## config.mk

```make
export PLATFORM = sky130hd
export DESIGN_NAME = control_sequencer
export DESIGN_NICKNAME = d
export VERILOG_FILES = /design/src/rtl/control_sequencer_pkg.sv /design/src/rtl/control_sequencer_depth_counter.sv /design/src/rtl/control_sequencer.sv
export SDC_FILE = /design/constraint.sdc
export NUM_CORES = 1
export LEC_CHECK = 0
export ABC_AREA = 0
export CELL_PAD_IN_SITES_DETAIL_PLACEMENT = 0
export CELL_PAD_IN_SITES_GLOBAL_PLACEMENT = 1
export CORE_UTILIZATION = 25
export CTS_BUF_LIST = sky130_fd_sc_hd__clkbuf_4 sky130_fd_sc_hd__clkbuf_8
export CTS_CLUSTER_SIZE = 24
export DETAILED_ROUTE_END_ITERATION = 12
export PLACE_DENSITY = 0.57
export SLEW_MARGIN = 20
export SYNTH_ARGS = -nofsm -noshare
export SYNTH_HDL_FRONTEND = slang
export SYNTH_SLANG_ARGS = --single-unit
```

## constraint.sdc

```tcl
create_clock -name clk -period 1.9 [get_ports clk]
set_input_delay 0.285 -clock clk [delete_from_list [all_inputs] [get_ports clk]]
set_output_delay 0.285 -clock clk [all_outputs]
set_load 0.01 [all_outputs]
```

## src/rtl/control_sequencer_pkg.sv

```systemverilog
// control_sequencer_pkg: FSM state encoding, opcodes, op classification and default nesting limit.
package control_sequencer_pkg;
  typedef enum logic [1:0] {CORE = 2'd0, SCAN_FWD = 2'd1, SCAN_BWD = 2'd2, STALL = 2'd3} state_t;
  localparam logic [7:0] OP_INC = 8'd0, OP_DEC = 8'd1, OP_LEFT = 8'd2, OP_RIGHT = 8'd3;
  localparam logic [7:0] OP_LD = 8'd4, OP_ST = 8'd5, OP_JMPF = 8'd6, OP_JMPB = 8'd7;
  localparam int DEPTH_MAX = 255;
  function automatic logic needs_stall(input logic [7:0] op);
    return op == OP_LD || op == OP_ST;
  endfunction
endpackage

```

## src/rtl/control_sequencer_depth_counter.sv

```systemverilog
// depth_counter: up/down/load counter that saturates at all-ones and flags increments there.
module depth_counter #(
  parameter int W = 8
) (
  input  logic         clk,
  input  logic         rst,
  input  logic         load,
  input  logic [W-1:0] load_val,
  input  logic         inc,
  input  logic         dec,
  output logic [W-1:0] cnt,
  output logic         ovf
);
  logic at_max, at_min;
  assign at_max = cnt == '1;
  assign at_min = cnt == '0;
  assign ovf = inc && !load && at_max;
  always_ff @(posedge clk)
    if (rst) cnt <= '0;
    else if (load) cnt <= load_val;
    else if (inc) cnt <= at_max ? cnt : cnt + 1'b1;
    else if (dec) cnt <= at_min ? cnt : cnt - 1'b1;
endmodule

```

## src/rtl/control_sequencer.sv

```systemverilog
// control_sequencer: fetch/execute sequencing FSM with bracket scans and a multi-cycle memory stall.
// Define CTRL_DEPTH_CHECK_EN to halt on nesting overflow instead of saturating the depth.
module control_sequencer
  import control_sequencer_pkg::*;
#(
  parameter int DEPTH_W      = $clog2(DEPTH_MAX + 1),
  parameter int STALL_CYCLES = 1,
  parameter int OP_W         = 4
) (
  input  logic               clk,
  input  logic               reset,
  input  logic [OP_W-1:0]    instruction,
  input  logic               instr_valid,
  input  logic               acc_zero,
  output logic               exec_en,
  output logic               pc_en,
  output logic               pc_dir,
  output logic [1:0]         state_o,
  output logic [DEPTH_W-1:0] depth_o,
  output logic               busy,
  output logic               depth_err
);
  localparam int SW = STALL_CYCLES > 0 ? $clog2(STALL_CYCLES + 1) : 1;
  localparam logic [DEPTH_W-1:0] D_ONE = DEPTH_W'(1);
  localparam logic [SW-1:0] S_ONE = SW'(1);
  state_t state, next;
  logic [7:0] op;
  logic jf, jb, mem, halt, d_load, d_inc, d_dec, d_ovf, d_clr, s_load, s_dec, s_ovf, unused_ovf;
  logic [DEPTH_W-1:0] d_val;
  logic [SW-1:0] s_cnt;
  assign op = 8'(instruction);
  assign jf = instr_valid && op == OP_JMPF;
  assign jb = instr_valid && op == OP_JMPB;
  assign mem = instr_valid && needs_stall(op) && STALL_CYCLES > 0;
  assign state_o = state;
`ifdef CTRL_DEPTH_CHECK_EN
  logic err;
  assign halt = err;
  assign d_clr = d_ovf;
  assign depth_err = err;
  assign unused_ovf = s_ovf;
  always_ff @(posedge clk) err <= reset ? 1'b0 : err | d_ovf;
`else
  assign halt = 1'b0;
  assign d_clr = 1'b0;
  assign depth_err = 1'b0;
  assign unused_ovf = s_ovf | d_ovf;
`endif
  always_comb begin
    next = state;
    exec_en = 1'b0;
    pc_en = 1'b0;
    pc_dir = 1'b0;
    d_load = 1'b0;
    d_val = '0;
    d_inc = 1'b0;
    d_dec = 1'b0;
    s_load = 1'b0;
    s_dec = 1'b0;
    if (!reset && !halt)
      case (state)
        CORE: if (instr_valid) begin
          pc_en = 1'b1;
          if (jf && acc_zero) begin
            next = SCAN_FWD;
            d_load = 1'b1;
            d_val = D_ONE;
          end else if (jb && !acc_zero) begin
            next = SCAN_BWD;
            pc_dir = 1'b1;
            d_load = 1'b1;
            d_val = D_ONE;
          end else begin
            exec_en = 1'b1;
            next = mem ? STALL : CORE;
            s_load = mem;
          end
        end
        SCAN_FWD: if (instr_valid) begin
          pc_en = 1'b1;
          d_inc = jf;
          d_dec = jb && depth_o != D_ONE;
          d_load = jb && depth_o == D_ONE;
          next = d_load ? CORE : SCAN_FWD;
        end
        SCAN_BWD: if (instr_valid) begin
          pc_en = 1'b1;
          d_inc = jb;
          d_dec = jf && depth_o != D_ONE;
          d_load = jf && depth_o == D_ONE;
          pc_dir = !d_load;
          next = d_load ? CORE : SCAN_BWD;
        end
        STALL: begin
          s_dec = 1'b1;
          next = s_cnt == S_ONE ? CORE : STALL;
        end
      endcase
  end
  // An overflow with the depth check enabled drops straight back to CORE.
  always_ff @(posedge clk)
    if (reset || d_clr) begin
      state <= CORE;
      busy <= 1'b0;
    end else begin
      state <= next;
      busy <= next != CORE;
    end
  depth_counter #(.W(DEPTH_W)) u_depth (
    .clk(clk), .rst(reset | d_clr), .load(d_load), .load_val(d_val),
    .inc(d_inc), .dec(d_dec), .cnt(depth_o), .ovf(d_ovf)
  );
  depth_counter #(.W(SW)) u_stall (
    .clk(clk), .rst(reset), .load(s_load), .load_val(SW'(STALL_CYCLES)),
    .inc(1'b0), .dec(s_dec), .cnt(s_cnt), .ovf(s_ovf)
  );
endmodule

```

-- Word-level counts from Yosys, hierarchy flattened
Cells that the tools add are included.
- $add $sub $neg: 3
- eq/ne operators: 12
- multiplexer cells: 58
- reductions and logical operators: 19
- operators by type and width (cell ; count):
    $mux 8 ; 5
    $mux 1 ; 39
    $mux 2 ; 9
    $eq 4x3->1 const B ; 4
    $logic_and 1x1->1 ; 9
    $add 8x1->8 const B ; 1
    $eq 8x1->1 const B ; 1
    $eq 8x8->1 const B ; 1
    $logic_not 8->1 ; 1
    $ne 8x1->1 const B ; 1
    $pmux 2 s4 ; 1
    $sub 8x1->8 const B ; 1
    $ne 3x3->1 const B ; 2
    $pmux 1 s2 ; 3
    $eq 2x2->1 const B ; 2
    $reduce_bool 2->1 ; 2
    $pmux 1 s3 ; 1
    $reduce_and 3->1 ; 1
    $reduce_bool 3->1 ; 1
    $reduce_or 3->1 ; 1
    $eq 2x1->1 const B ; 1
    $logic_not 1->1 ; 2
    $logic_not 2->1 ; 1
    $logic_or 1x1->1 ; 1
    $sub 1x1->1 const B ; 1
- register bits after elaboration: 12
- bits of input ports: 8
- word-level logic and storage cells: 96

-- Longest topological paths before layout
Gate-level depths: netlist of run 1.
- word-level depth: 10
- depth in mapped cells: 8
- depth with buffers taken out: 7

-- Cells and area by module
A second synthesis of run 1 with hierarchy kept.
- cells, all modules: 156
- area total of the unflattened synthesis: 1295.0 um2
- modules (own cells, without submodules) (module ; instances ; cells each ; area an instance (um2)):
    depth_counter at u_depth ; 1 ; 88 ; 773.2
    control_sequencer ; 1 ; 62 ; 470.5
    depth_counter at u_stall ; 1 ; 6 ; 51.3

-- Least setup slack after synthesis of run 1
Ideal clock, no wire load.
- path type: register to register
- start: reg state[0], in the netlist state_o[0]
- end: reg u_depth.cnt[3]
- setup time: 0.124 ns
- arrival time: 1.929 ns
- path slack: -0.153 ns
- stages on the path, launching flop included: 8
- path through: dfxtp_1 > inv_1 > ha_1 > xnor2_4 > and4bb_1 > a211oi_4 > o21ai_0 > mux2i_1
- word-level cells in the longest chain between the ends: 5
- elaborated cells on any way between the ends: 15
- those cells by class: eq/ne (4); mux (8); reduce/logical (3)
- ends and longest elaborated chain (element ; RTL line ; source):
    from (decl) ; control_sequencer.sv:26 ; state_t state, next;
    from (signal assigned) ; control_sequencer.sv:106 ; state <= next;
    $eq 2x2->1, or another cell as far along ; control_sequencer.sv:61 ; case (state)
    $pmux 1 s3 / $pmux 1 s2 (equally long branches) ; control_sequencer.sv:61 ;
    $mux 1 ; control_sequencer.sv:60 ; if (!reset && !halt)
    $ne 3x3->1 (no line), or another cell as far along ; - ;
    $reduce_and 3->1 (no line) / $mux 8 (equally long branches) ; - ;
    to (signal assigned) ; control_sequencer_depth_counter.sv:20 ; else if (load) cnt <= load_val;
    to (signal assigned) ; control_sequencer_depth_counter.sv:21 ; else if (inc) cnt <= at_max ? cnt : cnt + 1'b1;
    to (signal assigned) ; control_sequencer_depth_counter.sv:22 ; else if (dec) cnt <= at_min ? cnt : cnt - 1'b1;
    to (decl) ; control_sequencer_depth_counter.sv:11 ; output logic [W-1:0] cnt,
Parallel ways exist; a longest one is shown, timed or not.
A chain may end at the register's enable or synchronous reset.

-- Worst setup path after layout of run 1
- start: in instruction[0]
- end: out pc_dir
- word-level cells in the longest chain between the ends: 8
- elaborated cells on any way between the ends: 14
- those cells by class: eq/ne (2); mux (6); reduce/logical (6)
- ends and longest elaborated chain (element ; RTL line ; source):
    from (decl) ; control_sequencer.sv:12 ; input logic [OP_W-1:0] instruction,
    $eq 4x3->1 ; control_sequencer.sv:33 ; assign jb = instr_valid && op == OP_JMPB;
    $logic_and 1x1->1 ; control_sequencer.sv:33 ;
    $logic_and 1x1->1 ; control_sequencer.sv:68 ; end else if (jb && !acc_zero) begin
    $mux 1 ; control_sequencer.sv:68 ;
    $mux 1 ; control_sequencer.sv:64 ; if (jf && acc_zero) begin
    $mux 1 ; control_sequencer.sv:62 ; CORE: if (instr_valid) begin
    $pmux 1 s2 (*) ; control_sequencer.sv:61 ;
    $mux 1 (*) ; control_sequencer.sv:60 ;
    to (decl) ; control_sequencer.sv:17 ; output logic pc_dir,
Every way passes the cells marked *; elsewhere a longest branch is shown, timed or not.

==> results of run 1 <==
-- worst paths after layout --
| kind | to | slack (ns) | cells after the start | start |
|---|---|---|---|---|
| setup / recovery | pc_dir | -0.004 | 5 | instruction[0] |
| setup reg to reg | u_depth.cnt[4] | 0.08 | 9 | state_o[0] |
| hold reg to reg | u_depth.cnt[5] | 0.53 | 2 | u_depth.cnt[5] |
| hold / removal | u_depth.cnt[5] | 0.53 | 2 | u_depth.cnt[5] |
-- state kept, by name (all words and copies together), names as in the netlist --
signal	cells
u_stall.cnt	1
state_o	2
busy	1
u_depth.cnt	8
-- power by group --
part           internal (mW)  leakage [nW]  total [mW]  switching, mW
Combinational          0.352         0.711       0.665          0.313
Clock                  0.183        0.0288       0.286          0.103
Sequential             0.283        0.0981       0.307         0.0243
-- final cells by class --
| class | count | area (µm²) | area share [%] |
|---|---|---|---|
| multi-input combinational | 109 | 901 | 49.5 |
| timing repair buffer | 61 | 529 | 29.1 |
| sequential | 12 | 243 | 13.3 |
| tap | 50 | 62.6 | 3.44 |
| clock buffer | 4 | 55.1 | 3.03 |
| inverter | 7 | 28.8 | 1.58 |
-- stage by stage --
stage	cells	utilization, %	hold WS (ns)	total power [mW]	instance area, µm²
finish	243	44.2	0.535	1.26	1820
global route	243	44.2	0.571	1.34	1820
CTS	241	41.8	0.539	1.18	1720
detailed placement	235	39.6	0.532	0.871	1630
global placement	235	39.6	0.517	0.871	1630
floorplan	133	-	0.357	0.597	1120
-- worst reg2reg max path, delay by kind of cell (launching register included) --
kind,cells,cell delay [ns]
buf+inv,3,0.38
mux,1,0.19
xor+xnor,1,0.16
compound gates,1,0.19
simple gates,2,0.35
fa+ha+maj,1,0.15
flops,1,0.35
-- kinds of logic (layout without fill, tap and decap cells) --
kind of cell,after synthesis,after routing
AND/OR/NAND/NOR,65,65
AO/OA/AOI/OAI,19,19
flip-flops,12,12
buffers and inverters,12,72
multiplexers,11,11
adder cells (fa/ha/maj),9,9
XOR/XNOR,4,4
other,1,1
-- placed cells by master, fill, tap and decap left out, drive strengths merged, types with 2 or more instances in the layout --
| cell | instances |
|---|---|
| buf | 42 |
| nand2b | 8 |
| nor2 | 11 |
| a21o | 2 |
| nand4 | 3 |
| nor4 | 3 |
| nor2b | 2 |
| and4 | 3 |
| a211oi | 2 |
| clkbuf | 4 |
| and4bb | 2 |
| clkdlybuf4s50 | 14 |
| or2 | 2 |
| ha | 9 |
| dlymetal6s2s | 4 |
| nand3b | 4 |
| mux2i | 10 |
| inv | 7 |
| nand2 | 16 |
| a21oi | 5 |
| dfxtp | 12 |
| o21ai | 6 |
| xnor2 | 3 |
| a311oi | 2 |
| nand3 | 4 |
-- layer usage --
metal  wire length (µm)  up-vias  global-route usage, %
met3                 84        2                   4.28
met1               1540      543                   18.9
met4                 14        0                   2.34
met2               1530       14                   24.3
li1                   -      586                      -
met5                  0        -                      0
-- timing repair --
action,4_1_cts,5_1_grt
hold endpoints to repair,0,0
endpoints found under the setup margin,11,9
resized for setup,19,17
cloned,0,0
pin swaps,4,8
buffers inserted,2,2
==> metrics.txt, run 1 <==
Synth Net Count 150; violated checks negative setup slack; initial core utilization 26.9%; largest family of logic cells by synthesized area simple AND/OR/NAND/NOR gates; worst-path cell chain clkdlybuf4s50_1 > nand2b_4 > or4_1 > a21oi_1 > buf_2; grt total ovfl 0; share of cells above drive strength 1 36.8%; area share of the largest cell type after synthesis 21.7%; Synth Area in Compound Gates 12.4%; detailed router's first-iteration violation count 70; Die H 68.6 µm; Vias 1,145; row cnt 23; number of H-tree levels 1; first-pass GRT wire length 5.06 mm; Slowest cell on crit path clkdlybuf4s50_1; Yosys reg bits 12; hold buffer count at cts 0; count of final hold-check violations 0; worst hold-check path type flip-flop to flip-flop; hpwl dp 2.44 mm; post-synthesis sequential area ratio 21.7%; Netlist cell types 42; CTS buffer count 3; cell taking the most area after synthesis dfxtp_1; Fin Setup TNS -0.00397 ns; most frequent cell after synthesis nand2_1; top cells by count, synth 16 x nand2_1, 12 x dfxtp_1, 11 x nor2_1; pwr/cell area 691 nW/µm²; Area contributors post-synth dfxtp_1 22%, ha_1 10%, mux2i_1 9.0%; initial antenna violation count 0; RSZ-0062 raised after global routing true; Main synth FF type dfxtp_1; vias in the first global route 1,087; CP Buf/Inv Count 2; Post-Synthesis Cells 133; Final period util 100%; routability cong. 0.844; clock sinks 12; CTS tree done; clock tree buffer depth 2; via/cell ratio 4.71; Layout Nets 211; Post-Synthesis Cell Area 1110 µm²; maximum vdd ir drop 0.353 mV; kind of critical path input port to primary output; Top delay family on crit path buffers and inverters; Clock Skew 0.00763 ns; Worst path max stage delay 0.52 ns; CP endpoint kind primary output; async set-reset flop share out of synthesis 0%; area share of fa/ha/maj cells after synthesis 10.2%; pre-CTS setup slack -0.554 ns; xor/xnor share of the synthesized area 4.86%; Clock Pin Slew Worst Setup and Hold Paths 0.06 ns; Fillers 418; Arr. time, crit path 1.62 ns; Leak 0.837 nW; max_cap viols 0; Antenna diodes 0; Max Freq 0.525 GHz; Routed Wire Length 3.17 mm; Avg WL per Cell 13.0 µm; Boundary Pins 23; Startpoint Class input port; Slew Viols, Final 0; Ys Warns 0; Port Buffers 21; Final WS setup -0.00397 ns; clock root buffer clkbuf_8; area delta synth->final 64.3%; # DRC 0; Post-synth EDFFs 0; portion of netlist area occupied by mux cells 10.1%; required time of the critical path 1.62 ns; post-layout min period 1.90 ns; Pre-Repair DR Iteration Count 4; setup violators final 1; Die W 68.6 µm; core box area 4120 µm²; Avg Inst Size Synth 8.33 µm²; crit path max fanout 2; GRT Resource Usage Total 14.6%; full die area 4700 µm²; outcome complete, but fails checks; Skew-Pair Late Insertion Delay 0.25 ns; Post-Synth Simple-Gate Area 35.1%; Detail Route Antenna Nets 0; pin count of the biggest net entering global routing 14
Power figures use the tool's default switching activity.
==> inputs of run 2 (changes only) <==
Settings changed: CORE_MARGIN set to 1.
==> results of run 2 <==
Same layout as run 1: the final DEF is identical, and so are final timing and power.
==> inputs of run 3 (changes only) <==
Settings changed: GPL_ROUTABILITY_DRIVEN set to 0.
==> metrics.txt, run 3 (synthesis results as in run 1) <==
outcome complete, no violations; number of H-tree levels 1 (unchanged); Avg WL per Cell 13.2 µm (+1.0%); clock root buffer clkbuf_8; crit path max fanout 3 (+1); hpwl dp 2.45 mm (+0.41%); vias in the first global route 1,112 (+2.3%); Fillers 417 (-0.24%); full die area 4700 µm² (unchanged); Skew-Pair Late Insertion Delay 0.25 ns (about the same); core box area 4120 µm² (unchanged); Clock Pin Slew Worst Setup and Hold Paths 0.05 ns (about the same); via/cell ratio 4.73 (+0.46%); Largest register FFs 8 (unchanged); share of cells above drive strength 1 37.6% (+0.84 points); Port Buffers 21 (unchanged); commonest non-fill, non-tap cells in the layout 36 x buf_4, 16 x nand2_1, 12 x clkdlybuf4s50_1; Routed Wire Length 3.21 mm (+1.5%); fin cells 244 (+0.41%); commonest non-fill, non-tap cell in the layout buf_4; Die H 68.6 µm (unchanged); Min Hold Slack 0.520 ns (-0.0144 ns); maximum vdd ir drop 0.383 mV (+8.5%); worst hold path depth 2 (unchanged); CTS tree done; Boundary Pins 23 (unchanged); Leak 0.853 nW (+1.8%); setup violators final 0 (-1); clock sinks 12 (unchanged); Slew Viols, Final 0 (unchanged); Die W 68.6 µm (unchanged); kind of critical path flip-flop to primary output; pwr/cell area 690 nW/µm² (-0.19%); final core utilization 44.7% (+0.52 points); Vias 1,155 (+0.87%); initial core utilization 26.9% (unchanged); Startpoint Class flip-flop; worst hold-check path type flip-flop to flip-flop; clock tree buffer depth 2 (unchanged); count of final hold-check violations 0 (unchanged); Most flops, register u_depth.cnt; detailed router's first-iteration violation count 25 (-64%); Cells after DPL 235 (unchanged); CP endpoint kind primary output; pin count of the biggest net entering global routing 14 (unchanged); Worst Reg2Reg Path Length in Cells 9 (unchanged); # DRC 0 (unchanged); max_cap viols 0 (unchanged); post-layout min period 1.89 ns (-0.0121 ns); Clock Skew 0.00543 ns (-0.00220 ns); area delta synth->final 66.2%; hold buffer count at cts 0 (unchanged); CTS buffer count 3 (unchanged); Antenna diodes 0 (unchanged); Max Freq 0.529 GHz (+0.64%); grt total ovfl 0 (unchanged); Fin Setup TNS 0 ns (+0.00397 ns); Arr. time, crit path 1.61 ns (about the same); RSZ-0062 raised after global routing true; initial antenna violation count 0 (unchanged); GRT Resource Usage Total 15.3% (+0.68 points); Final period util 99.6% (-0.63 points); row cnt 23 (unchanged); Total Power 1.27 mW (+0.98%); Pre-Repair DR Iteration Count 5 (+1); required time of the critical path 1.62 ns (about the same); Layout Nets 212 (+0.47%); Detail Route Antenna Nets 0 (unchanged); first-pass GRT wire length 5.25 mm (+3.8%)
## run 3: final timing paths
| kind | startpoint | slack, ns | endpoint |
|---|---|---|---|
| max | state_o[1] | 0.008 | pc_dir |
| min | u_depth.cnt[7] | 0.52 | u_depth.cnt[7] |
| max reg2reg | state_o[0] | 0.09 | u_depth.cnt[1] |
| min reg2reg | u_depth.cnt[7] | 0.52 | u_depth.cnt[7] |
## run 3: repair_timing
item / 4_1_cts / 5_1_grt
pin swaps: 2 / 12
setup endpoints to repair: 10 / 11
gates resized for setup: 17 / 26
buffers inserted: 3 / 2
## run 3: worst max-delay path, stage by stage (launching register included)
cell and delay [ns]:
dfxtp_4 0.36, inv_4 0.06, ha_4 0.13, inv_2 0.03, or4_1 0.51, a21oi_1 0.13
buf_2 0.14
## run 3: where the power goes
| group | internal, mW | switching, mW | total, mW |
|---|---|---|---|
| sequential | 0.285 | 0.0219 | 0.307 |
| combinational | 0.356 | 0.314 | 0.671 |
| clock | 0.184 | 0.109 | 0.292 |
## run 3: area by class of cell
type	instances	area (µm²)	area share (%)
tap	50	62.6	3.40
inverter	7	28.8	1.56
multi-input combinational	109	903	49.1
timing repair buffer	62	546	29.6
clock buffer	4	55.1	2.99
sequential	12	245	13.3
## run 3: metrics by stage
step	setup WS, ns	area [µm²]
CTS	-0.0847	1730
global placement	-0.492	1630
global route	-0.0420	1840
finish	0.00809	1840
floorplan	0.0143	1120
detailed placement	-0.560	1630
## run 3: layer usage
metal / vias to the layer above / track usage [%] / part of all wire (%)
met5: - / 0 / 0
met4: 0 / 3.39 / 0.68
met3: 5 / 3.95 / 2.5
met2: 15 / 25.0 / 49
met1: 543 / 20.0 / 47
li1: 592 / - / -
==> variant, RTL diff (flow settings as in run 1) <==
Change the package constant `DEPTH_MAX` from 255 to 510.
--- a/src/rtl/control_sequencer_pkg.sv
+++ b/src/rtl/control_sequencer_pkg.sv
@@ -5,3 +5,3 @@
   localparam logic [7:0] OP_LD = 8'd4, OP_ST = 8'd5, OP_JMPF = 8'd6, OP_JMPB = 8'd7;
-  localparam int DEPTH_MAX = 255;
+  localparam int DEPTH_MAX = 510;
   function automatic logic needs_stall(input logic [7:0] op);
Interface: changed (resized depth_o); port bits go from 23 to 24. The function was not compared with the original's and may differ.
==> variant against run 1 <==
  * The flow still finishes with violations (negative setup slack)
  * Sequential cell count up 1
  * Sequential share of layout area down 0.70 points
  * Final area up 20%
  * Power up 1.6%
  * Non-clock buffer count up 23
  * Setup slack worse by 290 ps
  * Critical path depth unchanged
  * Die area down 2.0%
  * Synthesized area down 2.0%
  * Routed wire length up 24%
  * Critical path type is now reg2out
  * Largest power group unchanged
==> variant: results (changes against run 1) <==
\begin{tabular}{lr}
\hline
Metric & Value \\
\hline
\multicolumn{2}{l}{\textbf{Finish}} \\
\quad Multi-input logic area & 1031 sq um (was 900.9 sq um) \\
\quad Clk tree area frac & 0.02241 (was 0.03026) \\
\quad Share of post-route cells with drive strength above 1 & 0.5484 (was 0.3679) \\
\quad Nets@finish & 236 (was 211) \\
\quad Post-Layout Inst Area & 2177 sq um (was 1819 sq um) \\
\quad Seq. cell area & 275.3 sq um (was 242.7 sq um) \\
\multicolumn{2}{l}{\textbf{Yosys}} \\
\quad Compound-gate portion of the synthesized area & 0.1857 (was 0.1243) \\
\quad Total nets after synthesis & 151 (was 150) \\
\quad Top cells by area in the synthesized netlist & dfxtp\_1, ha\_1, a21oi\_1, o21ai\_0, mux2i\_1 (was dfxtp\_1, ha\_1, mux2i\_1, nand2\_1, nand2b\_1) \\
\multicolumn{2}{l}{\textbf{Route}} \\
\quad Routed met2 length & 1873 um (was 1531 um) \\
\quad Met1 Routed Length & 1917 um (was 1537 um) \\
\quad Number of DRC violations after detailed-routing iteration 0 & 53 (was 70) \\
\quad Met3 wire len & 103 um (was 84 um) \\
\quad Drt wl/cell & 14.65 um (was 13.03 um) \\
\multicolumn{2}{l}{\textbf{Min path}} \\
\quad Hold endpoint & u\_stall.cnt (was u\_depth.cnt[5]) \\
\quad Min-delay src & u\_stall.cnt (was u\_depth.cnt[5]) \\
\multicolumn{2}{l}{\textbf{Run status}} \\
\quad Failing checks & negative setup slack (unchanged) \\
\quad Result of the run & finished, violations left (unchanged) \\
\multicolumn{2}{l}{\textbf{Global route}} \\
\quad Met1 track utilization from global routing & 0.2520 (was 0.1887) \\
\quad Via count of the first global-routing pass & 1,350 (was 1,087) \\
\quad Overall track demand over capacity in global routing & 0.1872 (was 0.1461) \\
\multicolumn{2}{l}{\textbf{Place}} \\
\quad HPWL after DPL & 2670 um (was 2444 um) \\
\quad Inst Count DP & 246 (was 235) \\
\multicolumn{2}{l}{\textbf{STA}} \\
\quad Final setup violation count & 12 (was 1) \\
\quad Total negative slack for setup checks & -2517 ps (was -3.965 ps) \\
\quad Minimum setup slack in the final design & -294.4 ps (was -3.965 ps) \\
\multicolumn{2}{l}{\textbf{Critical path}} \\
\quad Worst-case register-to-register setup slack & -270 ps (was 80 ps) \\
\quad Count of cells along the worst register-to-register path & 6 (was 9) \\
\multicolumn{2}{l}{\textbf{Power and ir drop}} \\
\quad Static leakage & 0.9204 nW (was 0.8374 nW) \\
\hline
\end{tabular}
variant: cell count changes after synthesis, moves of 2 or more:
cell and delta:
nand2b_1 -5, or3_1 +7, mux2i_1 -5, and4_1 -2, mux2_2 +2, or3b_2 +2
nand2_1 -10, a21oi_1 +8, nor3_1 +7, nor2b_1 -2, o21ai_0 +5, buf_2 -2
nor2_1 -4
variant: cells by family (layout without fill, tap and decap cells):
group / count (synthesis) / in the layout
simple gates: 53 / 53
buf+inv: 12 / 95
mux: 8 / 8
fa+ha+maj: 10 / 10
xor+xnor: 3 / 3
other cells: 1 / 1
flops: 13 / 13
compound gates: 33 / 34
variant: worst reg2reg max path: stages, from the launching register on:
cell and delay, ps:
dfxtp_2 320, or4_4 550, or4b_4 510, buf_4 160, o221ai_4 150, a311oi_2 130, or2_1 230
variant: what timing repair did:
| item | CTS | global route |
|---|---|---|
| pin swaps | 15 | 12 |
| resized for setup | 45 | 29 |
| endpoints found under the hold margin | 0 | 0 |
| gates cloned | 1 | 0 |
| endpoints found under the setup margin | 14 | 14 |
| setup buffers | 13 | 4 |
variant: report_power, final:
group	total (mW)	internal, mW	switching (mW)
registers	0.331	0.308	0.0236
clock network	0.264	0.162	0.102
logic	0.682	0.353	0.329
variant: worst max path at each step:
stage,start,endpoint,slack [ps],cells past startpoint
after floorplan,state_o[0],u_depth.cnt[7],-140,8
after global placement,u_depth.cnt[4],u_depth.cnt[1],-490,6
after detailed placement,u_depth.cnt[4],u_depth.cnt[1],-550,6
after CTS,u_depth.cnt[7],pc_dir,-300,5
after global routing,u_depth.cnt[7],pc_dir,-360,5
final,u_depth.cnt[7],pc_dir,-290,5
